File: config.mk
export PLATFORM = sky130hd
export DESIGN_NAME = id_ex_stage
export DESIGN_NICKNAME = d
export VERILOG_FILES = /design/src/rtl/id_ex_stage.sv
export SDC_FILE = /design/constraint.sdc
export NUM_CORES = 1
export LEC_CHECK = 0
export BUFFER_PORTS_ARGS = -buffer_cell sky130_fd_sc_hd__buf_4
export CAP_MARGIN = 15
export CORE_MARGIN = 2
export CORE_UTILIZATION = 46
export DETAILED_ROUTE_END_ITERATION = 12
export GPL_TIMING_DRIVEN = 0
export HOLD_SLACK_MARGIN = 0.06
export PLACE_DENSITY = 0.87
export SKIP_LAST_GASP = 1
export SLEW_MARGIN = 20
export SYNTH_ARGS = -nofsm -noshare
export SYNTH_HDL_FRONTEND = slang
export SYNTH_SLANG_ARGS = --single-unit
export TNS_END_PERCENT = 5
File: constraint.sdc
create_clock -name i_clk -period 2.35 [get_ports i_clk]
set_input_delay 0.1175 -clock i_clk [delete_from_list [all_inputs] [get_ports i_clk]]
set_output_delay 0.1175 -clock i_clk [all_outputs]
set_load 0.05 [all_outputs]
File: src/rtl/id_ex_stage.sv
// id_ex_stage: ID/EX pipeline boundary with operand bypass, load-use bubble and IF/ID hold.
// Optional STALL_CNT_EN adds a saturating count of load-use bubbles on o_stall_cnt.
module id_ex_stage #(
  parameter int DW    = 16,
  parameter int RAW   = 3,
  parameter int CTRLW = 8
) (
  input  logic             i_clk,
  input  logic             i_reset_n,
  input  logic             i_id_valid,
  input  logic [RAW-1:0]   i_id_rs,
  input  logic [RAW-1:0]   i_id_rt,
  input  logic             i_id_rt_used,
  input  logic [RAW-1:0]   i_id_rd,
  input  logic             i_id_we,
  input  logic             i_id_is_load,
  input  logic [DW-1:0]    i_id_imm,
  input  logic [DW-1:0]    i_id_pc,
  input  logic [CTRLW-1:0] i_id_ctrl,
  input  logic [DW-1:0]    i_rs_data,
  input  logic [DW-1:0]    i_rt_data,
  input  logic             i_exm_we,
  input  logic [RAW-1:0]   i_exm_rd,
  input  logic [DW-1:0]    i_exm_data,
  input  logic             i_wb_we,
  input  logic [RAW-1:0]   i_wb_rd,
  input  logic [DW-1:0]    i_wb_data,
  input  logic             i_ex_hold,
  input  logic             i_flush,
  output logic             o_id_stall,
  output logic             o_ex_valid,
  output logic             o_ex_we,
  output logic             o_ex_is_load,
  output logic [RAW-1:0]   o_ex_rd,
  output logic [DW-1:0]    o_ex_a,
  output logic [DW-1:0]    o_ex_b,
  output logic [DW-1:0]    o_ex_imm,
  output logic [DW-1:0]    o_ex_pc,
`ifdef STALL_CNT_EN
  output logic [15:0]      o_stall_cnt,
`endif
  output logic [CTRLW-1:0] o_ex_ctrl
);
  logic          w_luh;
  logic [DW-1:0] w_a;
  logic [DW-1:0] w_b;
  // EX/MEM is younger than MEM/WB, so it wins when both target the same register
  always_comb begin
    w_a = (i_id_rs == '0) ? '0 :
          (i_exm_we && i_exm_rd == i_id_rs) ? i_exm_data :
          (i_wb_we && i_wb_rd == i_id_rs) ? i_wb_data : i_rs_data;
    w_b = (i_id_rt == '0) ? '0 :
          (i_exm_we && i_exm_rd == i_id_rt) ? i_exm_data :
          (i_wb_we && i_wb_rd == i_id_rt) ? i_wb_data : i_rt_data;
    w_luh = i_id_valid && o_ex_valid && o_ex_is_load && o_ex_we && o_ex_rd != '0 &&
            (o_ex_rd == i_id_rs || (i_id_rt_used && o_ex_rd == i_id_rt));
    o_id_stall = (w_luh || i_ex_hold) && !i_flush;
  end
  always_ff @(posedge i_clk or negedge i_reset_n) begin
    if (!i_reset_n) begin
      o_ex_valid   <= 1'b0;
      o_ex_we      <= 1'b0;
      o_ex_is_load <= 1'b0;
      o_ex_rd      <= '0;
      o_ex_a       <= '0;
      o_ex_b       <= '0;
      o_ex_imm     <= '0;
      o_ex_pc      <= '0;
      o_ex_ctrl    <= '0;
    end else if (i_flush || (!i_ex_hold && w_luh)) begin
      o_ex_valid   <= 1'b0;
      o_ex_we      <= 1'b0;
      o_ex_is_load <= 1'b0;
    end else if (!i_ex_hold) begin
      o_ex_valid   <= i_id_valid;
      o_ex_we      <= i_id_we && i_id_valid;
      o_ex_is_load <= i_id_is_load && i_id_valid;
      o_ex_rd      <= i_id_rd;
      o_ex_a       <= w_a;
      o_ex_b       <= w_b;
      o_ex_imm     <= i_id_imm;
      o_ex_pc      <= i_id_pc;
      o_ex_ctrl    <= i_id_ctrl;
    end
  end
`ifdef STALL_CNT_EN
  always_ff @(posedge i_clk or negedge i_reset_n) begin
    if (!i_reset_n) o_stall_cnt <= '0;
    else if (!i_flush && !i_ex_hold && w_luh && o_stall_cnt != 16'hFFFF) o_stall_cnt <= o_stall_cnt + 16'd1;
  end
`endif
endmodule

==> results of run 1 <==
power groups by stage:
stage               logic (W)  registers (W)  clock network [W]
global route          0.00212        0.00174            0.00110
finish                0.00203        0.00171            0.00102
detailed placement    0.00197        0.00173                  0
global placement      0.00193        0.00172                  0
CTS                   0.00203        0.00171            0.00105
floorplan            0.000477        0.00250                  0
repair_timing:
action,in CTS,in global routing
hold buffers,47,0
hold endpoints to repair,124,0
endpoints found under the setup margin,0,0
worst paths after layout:
path | start | endpoint | slack, ps | cells after the start
max in group asynchronous | i_reset_n | o_ex_ctrl[4] | 1210 | 2
worst max-delay path | o_ex_rd[2] | o_ex_is_load | 270 | 6
worst max register to register | o_ex_rd[2] | o_ex_is_load | 270 | 6
worst min register to register | o_ex_a[12] | o_ex_a[12] | 510 | 1
min in group asynchronous | i_reset_n | o_ex_a[11] | 450 | 2
worst min-delay path | i_id_we | o_ex_we | 100 | 3
synthesized netlist by cell type, drive strengths merged:
cell	count
nor2	4
a32oi	2
mux2i	32
nand3	1
buf	10
a22oi	1
or3	2
a21oi	33
a211o	1
nor3	1
xnor2	18
nor2b	1
nand2	1
inv	1
clkbuf	8
nand4	6
mux2	75
dfrtp	78
o21ai	32
per-stage QoR:
step                hold slack (ps)  utilization  worst slack, ps  cells  power [W]
floorplan                      -178            -             83.1    307    0.00298
global placement                310        0.665              415    622    0.00364
detailed placement              318        0.665              379    622    0.00370
CTS                            75.8        0.742              307    685    0.00478
global route                    100        0.742              185    685    0.00496
finish                          101        0.742              270    685    0.00477
state kept, by name, indices dropped and copies added (netlist names):
signal        cells
o_ex_pc          16
o_ex_valid        1
o_ex_b           16
o_ex_is_load      1
o_ex_ctrl         8
o_ex_a           16
o_ex_imm         16
o_ex_rd           3
o_ex_we           1
per-layer routing:
| metal | track usage | share of wire | vias up |
|---|---|---|---|
| li1 | - | - | 1649 |
| met1 | 0.313 | 0.39 | 1711 |
| met2 | 0.479 | 0.53 | 140 |
| met3 | 0.0544 | 0.063 | 19 |
| met4 | 0.0759 | 0.017 | 0 |
| met5 | 0 | 0 | - |
cell families (layout without fill, tap and decap cells):
| kind of cell | Yosys count | after routing | synth area share |
|---|---|---|---|
| mux | 107 | 107 | 0.322 |
| simple gates | 16 | 16 | 0.0257 |
| flops | 78 | 78 | 0.478 |
| compound gates | 69 | 69 | 0.0883 |
| xor+xnor | 18 | 18 | 0.0386 |
| buf+inv | 19 | 289 | 0.0469 |
layout make-up:
type / count / area [µm²] / area share
Clock inverter: 6 / 71.3 / 0.0111
Timing Repair Buffer: 254 / 2020 / 0.314
Buffer: 18 / 188 / 0.0291
Inverter: 1 / 3.75 / 0.000583
Clock buffer: 10 / 128 / 0.0198
Tap cell: 108 / 135 / 0.0210
Multi-Input combinational cell: 210 / 1940 / 0.301
Sequential cell: 78 / 1950 / 0.303
critical path, stage by stage, from the launching register on:
cell and delay, ps:
dfrtp_1 450, xnor2_1 180, nand4_1 110, a211o_2 400, a32oi_1 220, dlygate4sd3_1 570
nor2_1 40
==> qor.csv, run 1 <==
stage;metric;value;unit
layout;most frequent cells in the layout;209 x buf_4, 78 x dfrtp_1, 47 x dlygate4sd3_1, 40 x mux2_4, 35 x mux2_2;
detailed_routing;ANT nets after route;0;
clocking;CTS H-tree depth;3;
logic_synthesis;Mapped Cells;307;
sta;min cycle time layout;2080;ps
layout;commonest non-fill, non-tap cell in the layout;buf_4;
clocking;CTS tree;done;
clocking;TritonCTS Sinks;78;
sta;Hold Fails Final Rpt;0;
global_route;vias in the first global route;3886;
detailed_routing;Via density;5.14;
logic_synthesis;syn_area_per_cell;13.3;µm²
logic_synthesis;Yosys cell types;23;
logic_synthesis;area leader, netlist;dfrtp_1;
layout;Final Cell Area;6440;µm²
power_and_ir_drop;clock share of power;0.215;
floorplanning;core area;8680;µm²
detailed_routing;wire per inst;18.4;µm
global_route;first-pass GRT wire length;20.0;mm
job;MaxCap Viol Count;0;
worst_setup_path;Startpoint Class;flip-flop;
clocking;Root Buffer;clkbuf_8;
layout;nets;701;
power_and_ir_drop;Comb pwr share;0.426;
worst_setup_path;WP data required;2590;ps
logic_synthesis;top cell type's share of synthesized area;0.478;
detailed_routing;Pre-antenna DRT Iters;4;
power_and_ir_drop;Internal;0.00288;W
sta;Max Clock Skew;11.3;ps
sta;Finish-stage setup viols;0;
sta;fin crit share;0.885;
logic_synthesis;Seq/Total Area, Yosys;0.478;
logic_synthesis;Yosys warnings;0;
detailed_routing;Total Wirelength;12.6;mm
detailed_routing;initial drt markers;137;
worst_setup_path;critical path arrival;2320;ps
detailed_routing;Via Count;3519;
placed_design;Placed Area;5770;µm²
layout;Fill cells;585;
logic_synthesis;Syn Nets;436;
power_and_ir_drop;VDD IR max;512;µV
power_and_ir_drop;part of the power in registers;0.359;
clocking;Post CTS Setup Buffer Count;0;
placed_design;hpwl dp;9.00;mm
floorplanning;die area;9640;µm²
clocking;clk_lat worst skew;340;ps
worst_setup_path;crit path kind;flip-flop to flip-flop;
layout;layout cell share with drive strength beyond 1;0.539;
layout;n_diodes;0;
hold_path;worst hold path type;input port to flip-flop;
global_route;largest net degree at the start of global routing;79;
power_and_ir_drop;Leakage;3.31;nW
floorplanning;Core Rows;34;
sta;Slew Limit Fails;0;
floorplanning;die height;98.2;µm
logic_synthesis;synth top area cells;dfrtp_1 48%, mux2_4 15%, mux2_2 9.7%;
placed_design;Port Buf Inserts;207;
clocking;Post-CTS Resized;0;
clocking;Num CTS Buffers;9;
power_and_ir_drop;Power Density;741;nW/µm²
sta;Fin Setup TNS;0;ps
sta;relative slew slack;0.330;
power_and_ir_drop;Net Sw Power;0.00189;W
layout;synthesis-to-finish area growth;57.8;%
logic_synthesis;Synth Register Bits;78;
floorplanning;Die Wd;98.2;µm
sta;RSZ-0062 raised after global routing;false;
sta;worst slew pin tran;1000;ps
sta;maximum clock rate;0.481;GHz
global_route;grt total ovfl;0;
global_route;Total GRT Usage;0.263;
outcome;outcome;complete, no violations;
clocking;clock transition at the registers of the reported paths;90;ps
clocking;Max Buffers Root-to-Sink;2;
floorplanning;Initial Utilization;0.470;
power_and_ir_drop;Sw Ratio;0.395;
logic_synthesis;Mapped Area;4080;µm²
placed_design;GP Congestion;0.865;
global_route;initial antenna violation count;0;
detailed_routing;drt drc;0;
worst_setup_path;crit-path max FO;5;
floorplanning;IO Count;208;
worst_setup_path;crit path capture type;flip-flop;
Power figures use the tool's default switching activity.
==> run 2, diff against run 1 <==
--- a/config.mk
+++ b/config.mk
@@ -5,16 +5,17 @@
 export SDC_FILE = /design/constraint.sdc
 export NUM_CORES = 1
 export LEC_CHECK = 0
+export ABC_AREA = 1
 export BUFFER_PORTS_ARGS = -buffer_cell sky130_fd_sc_hd__buf_4
 export CAP_MARGIN = 15
 export CORE_MARGIN = 2
-export CORE_UTILIZATION = 46
+export CORE_UTILIZATION = 47
 export DETAILED_ROUTE_END_ITERATION = 12
 export GPL_TIMING_DRIVEN = 0
 export HOLD_SLACK_MARGIN = 0.06
 export PLACE_DENSITY = 0.87
 export SKIP_LAST_GASP = 1
-export SLEW_MARGIN = 20
+export SLEW_MARGIN = 40
 export SYNTH_ARGS = -nofsm -noshare
 export SYNTH_HDL_FRONTEND = slang
 export SYNTH_SLANG_ARGS = --single-unit
==> run 2 against run 1 <==
Global-route usage grew 4.1 points; flip-flop and latch count unchanged; combinational power shrank 13%; power is 6.5% lower; die area rose by 4.5%; clock-buffer cell count down 1; sequential share of layout area decreased by 1.3 points; wire length up 22%; clock power is essentially flat; critical path type is now flip-flop to output pin; critical endpoint is now o_id_stall; largest power group unchanged.
==> qor.csv, run 2 <==
stage;metric;value;unit
worst_setup_path;WP buf/inv;3;
detailed_routing;Via density;5.18;
power_and_ir_drop;VDD IR max;364;µV
job;MaxCap Viol Count;0;
worst_setup_path;Startpoint Class;flip-flop;
logic_synthesis;Most used DFF post-synth;dfrtp_1;
worst_setup_path;WP data required;2230;ps
clocking;Post CTS Setup Buffer Count;0;
clocking;CTS H-tree depth;3;
clocking;clock transition at the registers of the reported paths;90;ps
sta;RSZ-0062 raised after global routing;false;
sta;fin crit share;0.904;
placed_design;pre-CTS WS;598;ps
global_route;Total GRT Usage;0.304;
logic_synthesis;Yosys cell types;22;
worst_setup_path;Crit path max-delay family;buffers and inverters;
placed_design;GP Congestion;0.898;
logic_synthesis;multiplexer share of the synthesized area;0;
sta;min cycle time layout;2120;ps
worst_setup_path;crit path kind;flip-flop to output pin;
placed_design;Placed Area;6060;µm²
worst_setup_path;critical-path cell list;inv_1, nand2_1, nand2_1, nor2_1, nand2_1, nand2_2, nand2_4, clkbuf_1, a21oi_1, buf_4;
placed_design;hpwl dp;10.2;mm
worst_setup_path;Worst path most repeated cell;nand2_1;
floorplanning;core area;9110;µm²
logic_synthesis;Yosys warnings;0;
layout;commonest non-fill, non-tap cell in the layout;nand2_1;
power_and_ir_drop;Net Sw Power;0.00183;W
power_and_ir_drop;clock share of power;0.236;
sta;hold_ws;72.2;ps
global_route;initial antenna violation count;1;
placed_design;Port Buf Inserts;207;
sta;Slew Limit Fails;0;
logic_synthesis;area leader, netlist;dfrtp_1;
global_route;grt total ovfl;0;
logic_synthesis;asr flop ratio synth;1.00;
logic_synthesis;compound-cell area share of the yosys netlist;0.00688;
layout;final non-filler cell total;1020;
floorplanning;Die Wd;100;µm
sta;relative slew slack;0.531;
layout;Fill cells;689;
clocking;Post-CTS Resized;0;
power_and_ir_drop;Power Density;662;nW/µm²
power_and_ir_drop;Internal;0.00263;W
logic_synthesis;Mapped Area;4370;µm²
power_and_ir_drop;part of the power in registers;0.369;
clocking;Max Buffers Root-to-Sink;2;
layout;nets;1032;
global_route;vias in the first global route;5136;
layout;synthesis-to-finish area growth;54.3;%
worst_setup_path;critical path arrival;2010;ps
sta;Hold Fails Final Rpt;0;
global_route;first-pass GRT wire length;23.9;mm
placed_design;Inst Count DP;956;
logic_synthesis;Seq/Total Area, Yosys;0.447;
hold_path;worst hold path type;input port to flip-flop;
logic_synthesis;number of flops mapped to enable cells by yosys;0;
floorplanning;Core Rows;35;
sta;Setup WS post-layout;227;ps
logic_synthesis;top cell type's share of synthesized area;0.447;
global_route;largest net degree at the start of global routing;79;
detailed_routing;wire per inst;15.1;µm
power_and_ir_drop;Sw Ratio;0.411;
clocking;Num CTS Buffers;9;
logic_synthesis;syn_area_per_cell;6.84;µm²
logic_synthesis;count leader, synth;nand2_1;
worst_setup_path;crit-path max cell delay;430;ps
floorplanning;die area;10100;µm²
worst_setup_path;crit path capture type;output pin;
detailed_routing;Pre-antenna DRT Iters;5;
logic_synthesis;Mapped Cells;638;
detailed_routing;initial drt markers;249;
outcome;outcome;complete, no violations;
sta;Max Clock Skew;14.8;ps
worst_setup_path;crit path max-delay cell type;dfrtp_1;
sta;worst slew pin tran;703;ps
worst_setup_path;crit-path max FO;10;
logic_synthesis;Post-Synth Adder-Cell Area;0;
power_and_ir_drop;Leakage;3.99;nW
layout;Final Cell Area;6740;µm²
detailed_routing;Via Count;5280;
sta;maximum clock rate;0.471;GHz
clocking;TritonCTS Sinks;78;
logic_synthesis;Commonest cells post-synth;313 x nand2_1, 110 x nand3_1, 78 x dfrtp_1;
clocking;CTS tree;done;
detailed_routing;Total Wirelength;15.4;mm
detailed_routing;drt drc;0;
logic_synthesis;Syn Nets;767;
power_and_ir_drop;Comb pwr share;0.396;
logic_synthesis;XOR/XNOR Fraction of Synth Area;0.00602;
logic_synthesis;post-synthesis simple-gate area fraction;0.439;
sta;Fin Setup TNS;0;ps
detailed_routing;ANT nets after route;0;
layout;layout cell share with drive strength beyond 1;0.285;
floorplanning;die height;100;µm
logic_synthesis;combinational family with the most area after synthesis;simple AND/OR/NAND/NOR gates;
floorplanning;IO Count;208;
logic_synthesis;synth top area cells;dfrtp_1 45%, nand2_1 27%, nand3_1 13%;
clocking;Root Buffer;clkbuf_8;
logic_synthesis;Synth Register Bits;78;
layout;most frequent cells in the layout;313 x nand2_1, 207 x buf_4, 110 x nand3_1, 78 x dfrtp_1, 64 x inv_1;
sta;Finish-stage setup viols;0;
clocking;clk_lat worst skew;350;ps
floorplanning;Initial Utilization;0.479;
==> run 2: cell count changes after synthesis, moves of 32 or more <==
cell	before	now
mux2_4	40	0
mux2_2	35	0
a21oi_1	33	1
mux2i_1	32	0
nand3_1	1	110
nand2_1	0	313
inv_1	1	64
==> run 2: metrics by stage <==
step	power [W]	utilization
3_5_place_dp	0.00333	0.666
4_1_cts	0.00444	0.739
2_1_floorplan	0.00268	-
3_3_place_gp	0.00330	0.665
5_1_grt	0.00466	0.740
6_report	0.00446	0.740
==> run 2: logic make-up after synthesis <==
family	after synthesis
simple gates	455
compound gates	6
xor+xnor	3
flops	78
buf+inv	96
==> run 2: worst paths after layout <==
| check | start | endpoint | slack [ps] | cells after the start |
|---|---|---|---|---|
| hold / removal | i_exm_data[13] | o_ex_b[13] | 70 | 5 |
| hold reg to reg | o_ex_imm[8] | o_ex_imm[8] | 480 | 2 |
| setup / recovery | o_ex_rd[0] | o_id_stall | 230 | 10 |
| min in group asynchronous | i_reset_n | o_ex_a[10] | 350 | 2 |
| max in group asynchronous | i_reset_n | o_ex_imm[10] | 1500 | 2 |
| setup reg to reg | o_ex_rd[0] | o_ex_ctrl[0] | 600 | 10 |
==> run 2: worst register-to-register path, stage by stage (launching register included) <==
cell and delay (ps):
dfrtp_1 430, inv_1 130, nand2_1 60, nand2_1 60, nor2_1 30, nand2_1 70
nand2_2 60, nand2_4 140, clkbuf_1 380, nand3_1 200, nand2_1 130
==> run 2: repair_timing <==
action / 4_1_cts / 5_1_grt
endpoints found under the hold margin: 124 / 0
hold buffers: 47 / 0
setup endpoints to repair: 0 / 0
==> run 2: per-layer routing <==
layer / vias up / GRT usage / routed length [µm]
met5: - / 0 / 0
met1: 2443 / 0.339 / 5670
met2: 293 / 0.534 / 7590
li1: 2490 / - / -
met3: 54 / 0.0787 / 1540
met4: 0 / 0.156 / 618
==> run 2: layout make-up <==
class / instances / area, µm² / area share
inverter: 68 / 255 / 0.0379
sequential: 78 / 1950 / 0.290
buffer: 28 / 188 / 0.0279
timing repair buffer: 254 / 2030 / 0.301
clock inverter: 7 / 78.8 / 0.0117
clock buffer: 9 / 124 / 0.0184
tap: 111 / 139 / 0.0206
antenna: 1 / 2.50 / 0.000371
multi-input combinational: 464 / 1970 / 0.292
==> run 2: power by group through the flow <==
stage	clock, W	combinational, W	sequential, W
after floorplan	0	0.000392	0.00229
after global placement	0	0.00165	0.00165
after detailed placement	0	0.00167	0.00166
after CTS	0.00107	0.00174	0.00164
after global routing	0.00113	0.00187	0.00166
final	0.00105	0.00177	0.00164
